==> config.mk <==
export PLATFORM = sky130hd
export DESIGN_NAME = mbus_tx_msg_queue
export DESIGN_NICKNAME = d
export VERILOG_FILES = /design/src/rtl/mbus_tx_msg_queue_pkg.sv /design/src/rtl/mbus_txq_fifo.sv /design/src/rtl/mbus_tx_msg_queue.sv
export SDC_FILE = /design/constraint.sdc
export NUM_CORES = 1
export LEC_CHECK = 0
export CORE_ASPECT_RATIO = 0.8
export CORE_UTILIZATION = 50
export DETAILED_ROUTE_END_ITERATION = 7
export GPL_ROUTABILITY_DRIVEN = 0
export PLACE_DENSITY = 0.69
export SYNTH_ARGS = -nofsm -noshare
export SYNTH_HDL_FRONTEND = slang
export SYNTH_SLANG_ARGS = --single-unit
==> constraint.sdc <==
create_clock -name CLK_EXT -period 3.8 [get_ports CLK_EXT]
set_clock_uncertainty 0.2 [all_clocks]
set_input_delay 1.14 -clock CLK_EXT [delete_from_list [all_inputs] [get_ports CLK_EXT]]
set_output_delay 1.14 -clock CLK_EXT [all_outputs]
set_load 0.02 [all_outputs]
==> src/rtl/mbus_tx_msg_queue_pkg.sv <==
`default_nettype none
// ============================================================================
// Module   : mbus_tx_msg_queue_pkg
// Brief    : Entry layout, entry-kind constants and FSM states shared by the
//            MBus layer-side transmit queue.
// Revision : 1.0 - initial release
// ============================================================================
package mbus_tx_msg_queue_pkg;

  // Packed so that kind lands on bit 33, flag on bit 32, payload on 31:0
  typedef struct packed {
    logic        kind;
    logic        flag;
    logic [31:0] payload;
  } entry_t;

  localparam logic KIND_HDR  = 1'b1;
  localparam logic KIND_DATA = 1'b0;

  typedef enum logic [2:0] {
    ST_IDLE    = 3'd0,
    ST_FETCH   = 3'd1,
    ST_REQ     = 3'd2,
    ST_ACKLOW  = 3'd3,
    ST_RESP    = 3'd4,
    ST_RESPLOW = 3'd5,
    ST_DRAIN   = 3'd6
  } state_e;

  function automatic entry_t pack_entry(input logic kind, input logic flag,
                                        input logic [31:0] payload);
    entry_t e;
    e.kind    = kind;
    e.flag    = flag;
    e.payload = payload;
    return e;
  endfunction

endpackage
`default_nettype wire

==> src/rtl/mbus_txq_fifo.sv <==
`default_nettype none
// ============================================================================
// Module   : mbus_txq_fifo
// Brief    : Entry storage with a speculative read pointer and a commit
//            pointer; occupancy is released only on commit, rewind replays.
// Revision : 1.0 - initial release
// ============================================================================
module mbus_txq_fifo
  import mbus_tx_msg_queue_pkg::*;
#(
  parameter int DEPTH = 8
) (
  input  logic   clk,
  input  logic   rst_n,
  input  logic   push,
  input  entry_t push_entry,
  input  logic   pop,
  input  logic   commit,
  input  logic   rewind,
  output entry_t head,
  output logic   empty,
  output logic   wr_ready
);

  localparam int AW = $clog2(DEPTH);

  logic [AW:0] wr_ptr_q, wr_ptr_d;
  logic [AW:0] rd_ptr_q, rd_ptr_d;
  logic [AW:0] cm_ptr_q, cm_ptr_d;
  logic [AW:0] used_d;
  logic        wr_ready_q, wr_ready_d;
  logic        do_push;
  entry_t      mem_q [DEPTH];

  assign do_push = push && wr_ready_q;
  assign empty   = (rd_ptr_q == wr_ptr_q);
  assign head    = mem_q[rd_ptr_q[AW-1:0]];
  assign wr_ready = wr_ready_q;

  always_comb begin
    wr_ptr_d   = wr_ptr_q + (AW+1)'(do_push);
    rd_ptr_d   = rewind ? cm_ptr_q : rd_ptr_q + (AW+1)'(pop && !empty);
    // Commit releases everything read so far, including this cycle's pop
    cm_ptr_d   = commit ? rd_ptr_d : cm_ptr_q;
    used_d     = wr_ptr_d - cm_ptr_d;
    wr_ready_d = (used_d < (AW+1)'(DEPTH));
  end

  always_ff @(posedge clk or negedge rst_n) begin
    if (!rst_n) begin
      wr_ptr_q   <= '0;
      rd_ptr_q   <= '0;
      cm_ptr_q   <= '0;
      wr_ready_q <= 1'b0;
    end else begin
      wr_ptr_q   <= wr_ptr_d;
      rd_ptr_q   <= rd_ptr_d;
      cm_ptr_q   <= cm_ptr_d;
      wr_ready_q <= wr_ready_d;
    end
  end

  always_ff @(posedge clk) begin
    if (do_push) mem_q[wr_ptr_q[AW-1:0]] <= push_entry;
  end

endmodule
`default_nettype wire

==> src/rtl/mbus_tx_msg_queue.sv <==
`default_nettype none
// ============================================================================
// Module   : mbus_tx_msg_queue
// Brief    : Layer-side MBus transmit queue driving the wrapper's TX and
//            response four-phase handshakes. MBUS_TXQ_RETRY_EN enables
//            resending failed messages up to MAX_RETRY times.
// Revision : 1.0 - initial release
// ============================================================================
module mbus_tx_msg_queue
  import mbus_tx_msg_queue_pkg::*;
#(
  parameter int DEPTH      = 8,
  parameter int ADDR_WIDTH = 32,
  parameter int DATA_WIDTH = 32,
  parameter int MAX_RETRY  = 2
) (
  input  logic                  CLK_EXT,
  input  logic                  RESETn,
  input  logic                  WR_VALID,
  output logic                  WR_READY,
  input  logic                  WR_KIND,
  input  logic                  WR_FLAG,
  input  logic [31:0]           WR_PAYLOAD,
  output logic [ADDR_WIDTH-1:0] TX_ADDR,
  output logic [DATA_WIDTH-1:0] TX_DATA,
  output logic                  TX_PEND,
  output logic                  TX_REQ,
  output logic                  TX_PRIORITY,
  input  logic                  TX_ACK,
  input  logic                  TX_SUCC,
  input  logic                  TX_FAIL,
  output logic                  TX_RESP_ACK,
  output logic                  MSG_DONE,
  output logic                  MSG_FAIL,
  output logic                  ORPHAN,
  output logic                  BUSY
);

  state_e                state_q, state_d;
  logic [ADDR_WIDTH-1:0] tx_addr_q, tx_addr_d;
  logic [DATA_WIDTH-1:0] tx_data_q, tx_data_d;
  logic                  tx_pend_q, tx_pend_d;
  logic                  tx_req_q, tx_req_d;
  logic                  tx_prio_q, tx_prio_d;
  logic                  resp_ack_q, resp_ack_d;
  logic                  msg_done_q, msg_done_d;
  logic                  msg_fail_q, msg_fail_d;
  logic                  orphan_q, orphan_d;
  logic                  busy_q, busy_d;
  logic                  fail_q, fail_d;
  logic                  last_q, last_d;
  logic                  last_popped_q, last_popped_d;

  logic   fifo_pop, fifo_commit, fifo_rewind, fifo_empty, fifo_ready;
  entry_t head;

`ifdef MBUS_TXQ_RETRY_EN
  localparam int RETRY_W = $clog2(MAX_RETRY + 2);
  logic [RETRY_W-1:0] retry_q, retry_d;
`else
  logic unused_retry_cfg;
  assign unused_retry_cfg = (MAX_RETRY < 0);
`endif

  mbus_txq_fifo #(.DEPTH(DEPTH)) u_fifo (
    .clk        (CLK_EXT),
    .rst_n      (RESETn),
    .push       (WR_VALID),
    .push_entry (pack_entry(WR_KIND, WR_FLAG, WR_PAYLOAD)),
    .pop        (fifo_pop),
    .commit     (fifo_commit),
    .rewind     (fifo_rewind),
    .head       (head),
    .empty      (fifo_empty),
    .wr_ready   (fifo_ready)
  );

  always_comb begin
    state_d       = state_q;
    tx_addr_d     = tx_addr_q;
    tx_data_d     = tx_data_q;
    tx_pend_d     = tx_pend_q;
    tx_req_d      = tx_req_q;
    tx_prio_d     = tx_prio_q;
    resp_ack_d    = resp_ack_q;
    msg_done_d    = 1'b0;
    msg_fail_d    = msg_fail_q;
    orphan_d      = 1'b0;
    fail_d        = fail_q;
    last_d        = last_q;
    last_popped_d = last_popped_q;
    fifo_pop      = 1'b0;
    fifo_commit   = 1'b0;
    fifo_rewind   = 1'b0;
`ifdef MBUS_TXQ_RETRY_EN
    retry_d       = retry_q;
`endif

    case (state_q)
      ST_IDLE: begin
        if (!fifo_empty) begin
          fifo_pop = 1'b1;
          if (head.kind == KIND_HDR) begin
            tx_addr_d     = ADDR_WIDTH'(head.payload);
            tx_prio_d     = head.flag;
            last_popped_d = 1'b0;
            state_d       = ST_FETCH;
          end else begin
            orphan_d    = 1'b1;
            fifo_commit = 1'b1;
          end
        end
      end

      ST_FETCH: begin
        if (TX_FAIL) begin
          resp_ack_d = 1'b1;
          fail_d     = 1'b1;
          state_d    = ST_RESPLOW;
        end else if (!fifo_empty) begin
          tx_data_d = DATA_WIDTH'(head.payload);
          tx_pend_d = !head.flag;
          last_d    = head.flag;
          state_d   = ST_REQ;
        end
      end

      ST_REQ: begin
        if (TX_FAIL) begin
          tx_req_d   = 1'b0;
          resp_ack_d = 1'b1;
          fail_d     = 1'b1;
          state_d    = ST_RESPLOW;
        end else if (!tx_req_q) begin
          tx_req_d = 1'b1;
        end else if (TX_ACK) begin
          tx_req_d      = 1'b0;
          fifo_pop      = 1'b1;
          last_popped_d = last_q;
`ifndef MBUS_TXQ_RETRY_EN
          fifo_commit   = 1'b1;
`endif
          state_d       = ST_ACKLOW;
        end
      end

      ST_ACKLOW: begin
        if (TX_FAIL) begin
          resp_ack_d = 1'b1;
          fail_d     = 1'b1;
          state_d    = ST_RESPLOW;
        end else if (!TX_ACK) begin
          state_d = last_q ? ST_RESP : ST_FETCH;
        end
      end

      ST_RESP: begin
        if (TX_SUCC || TX_FAIL) begin
          resp_ack_d = 1'b1;
          fail_d     = TX_FAIL;
          state_d    = ST_RESPLOW;
        end
      end

      ST_RESPLOW: begin
        if (!TX_SUCC && !TX_FAIL) begin
          resp_ack_d = 1'b0;
`ifdef MBUS_TXQ_RETRY_EN
          if (fail_q && (retry_q < RETRY_W'(MAX_RETRY))) begin
            // Replay from the uncommitted header; no status reported yet
            fifo_rewind = 1'b1;
            retry_d     = retry_q + 1'b1;
            state_d     = ST_IDLE;
          end else begin
            msg_done_d = 1'b1;
            msg_fail_d = fail_q;
            retry_d    = '0;
            if (fail_q && !last_popped_q) begin
              state_d = ST_DRAIN;
            end else begin
              fifo_commit = 1'b1;
              state_d     = ST_IDLE;
            end
          end
`else
          msg_done_d  = 1'b1;
          msg_fail_d  = fail_q;
          fifo_commit = 1'b1;
          state_d     = (fail_q && !last_popped_q) ? ST_DRAIN : ST_IDLE;
`endif
        end
      end

      ST_DRAIN: begin
        fifo_commit = 1'b1;
        if (!fifo_empty) begin
          if (head.kind == KIND_DATA) begin
            fifo_pop = 1'b1;
            if (head.flag) state_d = ST_IDLE;
          end else begin
            state_d = ST_IDLE;
          end
        end
      end

      default: state_d = ST_IDLE;
    endcase

    busy_d = (state_d != ST_IDLE);
  end

  always_ff @(posedge CLK_EXT or negedge RESETn) begin
    if (!RESETn) begin
      state_q       <= ST_IDLE;
      tx_addr_q     <= '0;
      tx_data_q     <= '0;
      tx_pend_q     <= 1'b0;
      tx_req_q      <= 1'b0;
      tx_prio_q     <= 1'b0;
      resp_ack_q    <= 1'b0;
      msg_done_q    <= 1'b0;
      msg_fail_q    <= 1'b0;
      orphan_q      <= 1'b0;
      busy_q        <= 1'b0;
      fail_q        <= 1'b0;
      last_q        <= 1'b0;
      last_popped_q <= 1'b0;
`ifdef MBUS_TXQ_RETRY_EN
      retry_q       <= '0;
`endif
    end else begin
      state_q       <= state_d;
      tx_addr_q     <= tx_addr_d;
      tx_data_q     <= tx_data_d;
      tx_pend_q     <= tx_pend_d;
      tx_req_q      <= tx_req_d;
      tx_prio_q     <= tx_prio_d;
      resp_ack_q    <= resp_ack_d;
      msg_done_q    <= msg_done_d;
      msg_fail_q    <= msg_fail_d;
      orphan_q      <= orphan_d;
      busy_q        <= busy_d;
      fail_q        <= fail_d;
      last_q        <= last_d;
      last_popped_q <= last_popped_d;
`ifdef MBUS_TXQ_RETRY_EN
      retry_q       <= retry_d;
`endif
    end
  end

  assign WR_READY    = fifo_ready;
  assign TX_ADDR     = tx_addr_q;
  assign TX_DATA     = tx_data_q;
  assign TX_PEND     = tx_pend_q;
  assign TX_REQ      = tx_req_q;
  assign TX_PRIORITY = tx_prio_q;
  assign TX_RESP_ACK = resp_ack_q;
  assign MSG_DONE    = msg_done_q;
  assign MSG_FAIL    = msg_fail_q;
  assign ORPHAN      = orphan_q;
  assign BUSY        = busy_q;

endmodule
`default_nettype wire

==> results.py, run 1 <==
metrics = {
    "yosys": {
        "synth_nets": 786,
        "syn-mean-instance-area_sq_um": 18.6,
        "ys_seq_area_share_pct": 75.9,
        "synth_ff_type": "edfxtp_1",
        "synth_seq_cells": 363,
        "async_flop_share_pct": 25.1,
        "syn_inst": 740,
        "synth_cell_types": 36,
        "synth_area_sq_mm": 0.0138,
        "synth_warnings": 0,
        "synth_edf_count": 272,
    },
    "final_layout": {
        "area_growth_pct": 22.5,
        "final-seq-area_sq_mm": 0.0105,
        "final_cell_area_sq_mm": 0.0169,
        "multi_input_area_sq_mm": 0.00324,
        "final_cell_mix": "edfxtp_1, clkdlybuf4s50_1, dfrtp_1",
        "drive_gt1_share_pct": 20.9,
        "layout.nets": 937,
        "fillCellCount": 1892,
        "insertedDiodeCount": 0,
        "final_common_cell": "edfxtp_1",
    },
    "die": {
        "die_y_um": 150,
        "start_util_pct": 51.6,
        "ios": 113,
        "rows": 53,
        "dieArea_sq_mm": 0.0282,
        "coreArea_sq_mm": 0.0267,
        "die_x_um": 188,
    },
    "setup_path": {
        "rr_startpoint": "u_fifo.rd_ptr_q[0]",
        "arrival_ps": 3890,
        "setup.worst_path.end_class": "flip-flop",
        "required_ps": 4030,
        "path_max_fanout": 3,
        "regToRegSetupSlack_ps": 160,
        "timing.rr.end": "u_fifo.wr_ready",
        "crit_type": "in -> reg",
        "start_kind": "input port",
        "rr_worst_depth": 14,
    },
    "global_route": {
        "overflow": 0,
        "grt_pass1_vias": 7492,
        "grt_use_met1_pct": 28.0,
        "use_met2_pct": 35.2,
        "grt-busiest-layer": "met2",
        "grtUsageMet3_pct": 3.52,
        "grt_start_max_net_pins": 69,
        "grt_usage_pct": 20.7,
        "antenna_found_initial": 1,
        "grt_first_pass_wirelength_um": 43500,
    },
    "power_and_ir_drop": {
        "p_leak_nw": 5.94,
        "combPwrFrac_pct": 34.9,
        "clkPwrFrac_pct": 25.4,
        "power_density_mw_per_mm2": 814,
        "ir_worst_vdd_mv": 0.703,
        "internal_power_w": 0.00932,
        "power_switching_w": 0.00441,
        "p_seq_share_pct": 39.6,
        "netSwitchingFraction_pct": 32.1,
    },
    "sta": {
        "slew_headroom_pct": 31.4,
        "maxSlewViolCount": 0,
        "setup_viol": 0,
        "min_period_over_period_pct": 96.3,
        "finalHoldViolCount": 0,
        "min_period_ps": 3660,
        "finalSetupTns_ps": 0,
        "worst_pin_slew_ps": 1030,
        "fmax_mhz": 273,
    },
    "clock_network": {
        "numCtsBuffers": 36,
        "path_clk_slew_ps": 60,
        "cts_tree": "built",
        "htree_levels": 2,
        "cts_max_path_buffers": 3,
        "cts_root_buf": "clkbuf_16",
        "clock_sinks": 363,
        "insertion_delay_ps": 520,
    },
    "placed_design": {
        "dpl_cell_area_sq_mm": 0.0156,
        "dp_hpwl_um": 16300,
        "portBuffers": 112,
    },
    "worst_hold_path": {
        "worstHoldEndpoint": "TX_DATA[21]",
        "hold_start": "TX_DATA[21]",
        "hold_class": "reg -> reg",
        "whs_path_depth": 2,
    },
    "route": {
        "drtAntennaViolNets": 0,
        "drc": 0,
        "wl_per_cell_um": 22.0,
        "viasPerCell": 5.60,
        "drt_wl_total_um": 28100,
        "drt_iter0_drc": 606,
        "num_vias": 7148,
        "first_pass_iters": 5,
    },
    "job": {
        "cap_viol_max_count": 0,
    },
    "status": {
        "status": "complete, no violations",
    },
}
[cells in the mapped netlist (all sizes together) (2+ instances only)]
| master | number | share of area [%] |
|---|---|---|
| nor2 | 46 | 1.3 |
| ha | 6 | 0.55 |
| inv | 7 | 0.19 |
| buf | 15 | 0.54 |
| mux2 | 7 | 0.63 |
| xor2 | 7 | 0.45 |
| o21ai | 40 | 1.5 |
| edfxtp | 272 | 59 |
| mux2i | 34 | 2.5 |
| nand2 | 42 | 1.1 |
| nor3 | 7 | 0.25 |
| clkbuf | 24 | 0.65 |
| nand2b | 6 | 0.27 |
| nor2b | 2 | 0.091 |
| a21oi | 41 | 1.5 |
| mux4 | 68 | 11 |
| nand3b | 2 | 0.11 |
| o21a | 2 | 0.11 |
| a211oi | 2 | 0.11 |
| dfrtp | 91 | 17 |
| nand3 | 5 | 0.18 |
| xnor2 | 3 | 0.19 |
[cell type report]
class                           instances  area share [%]
Clock buffer                           51            5.99
Clock inverter                         15           0.950
Inverter                                7           0.156
Multi-Input combinational cell        331            19.2
Sequential cell                       363            62.0
Tap cell                              357            2.65
Timing Repair Buffer                  152            9.02
[power by group through the flow]
stage,combinational [W],clock [W],sequential (W)
after detailed placement,0.00475,0,0.00551
final,0.00480,0.00349,0.00544
after global routing,0.00517,0.00373,0.00552
after global placement,0.00464,0,0.00546
after floorplan,0.00257,0,0.00583
after CTS,0.00480,0.00357,0.00544
[state kept, by name (all words and copies together), names as in the netlist]
| register | count |
|---|---|
| last_q | 1 |
| TX_PRIORITY | 1 |
| TX_PEND | 1 |
| BUSY | 1 |
| u_fifo.mem_q | 272 |
| TX_ADDR | 32 |
| u_fifo.wr_ready | 1 |
| MSG_FAIL | 1 |
| last_popped_q | 1 |
| fail_q | 1 |
| u_fifo.rd_ptr_q | 4 |
| state_q | 3 |
| u_fifo.cm_ptr_q | 4 |
| u_fifo.wr_ptr_q | 4 |
| MSG_DONE | 1 |
| TX_DATA | 32 |
| ORPHAN | 1 |
| TX_RESP_ACK | 1 |
| TX_REQ | 1 |
[critical path, stage by stage]
cell and delay [ps]:
clkdlybuf4s50_1 490, nand4_1 190, o21ai_2 110, a21oi_1 90, nor3_2 130, ha_2 200, ha_2 190, xor2_2 200
mux2i_2 110, ha_1 330, a211oi_2 280, nand2_1 100, o221ai_2 170, xor2_1 160
[timing repair]
item                                    in CTS  in global routing
gates resized for setup                      2                  9
pin swaps                                    1                  4
setup buffers                                0                  4
endpoints found under the setup margin       1                  1
hold buffers                                 0                  0
[worst max path at each step]
stage | from | end | depth (start not counted)
floorplan | TX_FAIL | u_fifo.wr_ready | 15
global placement | TX_FAIL | u_fifo.wr_ready | 15
detailed placement | TX_FAIL | u_fifo.wr_ready | 15
CTS | TX_FAIL | u_fifo.wr_ready | 15
global route | u_fifo.rd_ptr_q[0] | u_fifo.wr_ready | 14
finish | TX_ACK | u_fifo.wr_ready | 14
[layer usage]
layer | share of wire [%] | wire (um) | up-vias
met1 | 43 | 12100 | 3722
met4 | 1.6 | 436 | 2
li1 | - | - | 3181
met5 | 0.046 | 13 | -
met2 | 51 | 14300 | 203
met3 | 4.5 | 1270 | 40
[metrics by stage]
stage          cells  power, W  hold slack (ps)  utilization [%]  setup WS [ps]
2_1_floorplan    740   0.00840              253                -           1.74
3_3_place_gp    1206    0.0101              261             58.6           -467
3_5_place_dp    1206    0.0103              275             58.6           -632
4_1_cts         1272    0.0138              287             63.0           26.6
5_1_grt         1276    0.0144              301             63.3          -5.68
6_report        1276    0.0137              284             63.3            139
[kinds of logic after synthesis]
logic type / after synthesis / synth area share (%)
AND/OR/NAND/NOR: 115 / 3.62
AO/OA/AOI/OAI: 91 / 3.72
adder cells (fa/ha/maj): 6 / 0.545
XOR/XNOR: 10 / 0.636
multiplexers: 109 / 14.2
buffers and inverters: 46 / 1.38
flip-flops: 363 / 75.9
Power figures use the tool's default switching activity.
==> run 2, diff against run 1 <==
- CAP_MARGIN: default -> 10
- HOLD_SLACK_MARGIN: default -> 0.15
==> results of run 2 <==
No change in the layout: final DEF, timing and power equal those of run 1.
==> run 3, diff against run 2 <==
- CTS_BUF_LIST: default -> sky130_fd_sc_hd__clkbuf_4 sky130_fd_sc_hd__clkbuf_8
==> run 3 against run 2 <==
Worst setup slack improved by 30 ps. Count of clock-buffer cells in the layout increased by 32. Core utilization about the same. Register-to-register slack improved by 30 ps. Combinational power about the same. Global-route usage decreased by 0.15 points. Final cell count increased by 2.7%. Critical path type unchanged. Largest power group unchanged. Highest routed layer unchanged.
==> results.py, run 3 (synthesized netlist as in run 1, its figures left out) <==
metrics = {
    "final_layout": {
        "multi_input_area_sq_mm": 0.00324,
        "fillCellCount": 1902,
        "final_cell_mix": "edfxtp_1, clkdlybuf4s50_1, dfrtp_1",
        "largest_reg_flops": 272,
        "insertedDiodeCount": 0,
        "final-seq-area_sq_mm": 0.0105,
        "layout.nets": 955,
        "area_growth_pct": 22.5,
        "final_cell_area_sq_mm": 0.0169,
        "drive_gt1_share_pct": 24.5,
        "final_cells": 1311,
        "final_common_cell": "edfxtp_1",
    },
    "global_route": {
        "grt_start_max_net_pins": 69,
        "grt_first_pass_wirelength_um": 43500,
        "grt_pass1_vias": 7621,
        "overflow": 0,
        "antenna_found_initial": 1,
        "grt_usage_pct": 20.5,
    },
    "clock_network": {
        "clock_sinks": 363,
        "cts_root_buf": "clkbuf_8",
        "htree_levels": 2,
        "cts_tree": "built",
        "insertion_delay_ps": 580,
        "holdBufCountCts": 0,
        "numCtsBuffers": 55,
        "path_clk_slew_ps": 60,
        "cts_max_path_buffers": 3,
    },
    "placed_design": {
        "dpl.cell_count": 1206,
        "dpl_cell_area_sq_mm": 0.0156,
        "portBuffers": 112,
        "dp_hpwl_um": 16300,
    },
    "worst_hold_path": {
        "hold_class": "reg -> reg",
        "hold_start": "TX_DATA[21]",
    },
    "setup_path": {
        "path_max_fanout": 3,
        "path_common_cell": "ha_2",
        "startpoint": "TX_FAIL",
        "arrival_ps": 3930,
        "setup.worst_path.end_class": "flip-flop",
        "path_cells": "clkdlybuf4s50_1 > nor2_1 > nand4_1 > o21ai_2 > a21oi_1 > nor3_2 > ha_2 > ha_2 > xor2_2 > mux2i_2 > ha_1 > a211oi_2 > nand2_1 > o221ai_2 > xor2_1",
        "crit_type": "in -> reg",
        "start_kind": "input port",
        "slowest_delay_ps": 420,
        "worst-path-buf-inv": 1,
        "required_ps": 4100,
        "crit_slowest_cell": "clkdlybuf4s50_1",
        "critPathTopFamily": "adder cells",
        "rr_startpoint": "u_fifo.rd_ptr_q[0]",
    },
    "sta": {
        "slew_headroom_pct": 32.5,
        "fmax_mhz": 275,
        "maxSlewViolCount": 0,
        "worst_pin_slew_ps": 1010,
        "grt_setup_unrepaired": "false",
        "holdWs_ps": 285,
        "min_period_ps": 3630,
        "setup_viol": 0,
        "min_period_over_period_pct": 95.5,
        "finalHoldViolCount": 0,
    },
    "job": {
        "cap_viol_max_count": 0,
    },
    "die": {
        "dieArea_sq_mm": 0.0282,
        "ios": 113,
        "rows": 53,
        "die_y_um": 150,
        "die_x_um": 188,
        "start_util_pct": 51.6,
        "coreArea_sq_mm": 0.0267,
    },
    "route": {
        "first_pass_iters": 5,
        "drt_wl_total_um": 27900,
        "drc": 0,
        "drt_iter0_drc": 510,
        "num_vias": 7183,
        "drtAntennaViolNets": 0,
        "wl_per_cell_um": 21.3,
        "viasPerCell": 5.48,
    },
    "status": {
        "status": "complete, no violations",
    },
    "power_and_ir_drop": {
        "power_w": 0.0135,
        "power_density_mw_per_mm2": 803,
        "p_leak_nw": 5.99,
        "ir_worst_vdd_mv": 0.695,
    },
}
-- run 3: cell types whose count changed in the layout (fill, tap and decap cells not counted), moves of 2 or more --
cell / before / now
clkbuf_1: 12 / 0
clkinv_2: 6 / 8
clkbuf_4: 0 / 17
clkbuf_8: 1 / 66
clkbuf_16: 38 / 0
clkinv_1: 3 / 7
-- run 3: area by class of cell --
class / count / share of cell area (%)
clock inverters: 19 / 0.861
repair buffers: 151 / 8.96
clock buffers: 83 / 6.14
flip-flops and latches: 363 / 62.0
multi-input cells: 331 / 19.2
well taps: 357 / 2.65
inverters: 7 / 0.156
-- run 3: path summary, 6_finish.rpt --
path	to	slack [ps]	depth (start not counted)
max in group asynchronous	TX_ADDR[6]	2140	2
setup / recovery	u_fifo.wr_ready	170	15
setup reg to reg	u_fifo.wr_ready	190	14
min in group asynchronous	ORPHAN	440	1
hold reg to reg	TX_DATA[21]	290	2
hold / removal	TX_DATA[21]	290	2
-- run 3: worst register-to-register path: stages (launching register included) --
cell      delay (ps)
dfrtp_4          440
mux4_2           500
mux2_4           330
o21ai_2          120
a21oi_1           80
nor3_2           130
ha_2             210
ha_2             190
xor2_2           180
mux2i_2          110
ha_1             330
a211oi_2         280
nand2_1          110
o221ai_2         170
xor2_1           160
-- run 3: through the flow --
step | utilization [%] | setup TNS [ps] | setup slack [ps]
global route | 63.2 | 0 | 6.67
CTS | 63.1 | 0 | 33.4
floorplan | - | 0 | 1.74
detailed placement | 58.6 | -632 | -632
global placement | 58.6 | -467 | -467
finish | 63.2 | 0 | 169
-- run 3: what timing repair did --
item,in CTS,in global routing
resized for setup,2,7
setup buffers,0,3
setup endpoints to repair,1,1
pin swaps,1,3
-- run 3: layer usage --
| layer | track usage (%) | up-vias | wire length (um) |
|---|---|---|---|
| met3 | 3.71 | 44 | 1410 |
| met5 | 0 | - | 13 |
| met4 | 5.81 | 2 | 439 |
| met1 | 27.6 | 3696 | 12000 |
| met2 | 34.9 | 212 | 14000 |
| li1 | - | 3229 | - |
-- run 3: power breakdown --
part           leakage [nW]  internal, W  switching (W)  total, W
sequential             3.53      0.00505       0.000394   0.00544
clock                 0.629      0.00188        0.00145   0.00333
combinational          1.83      0.00221        0.00257   0.00478
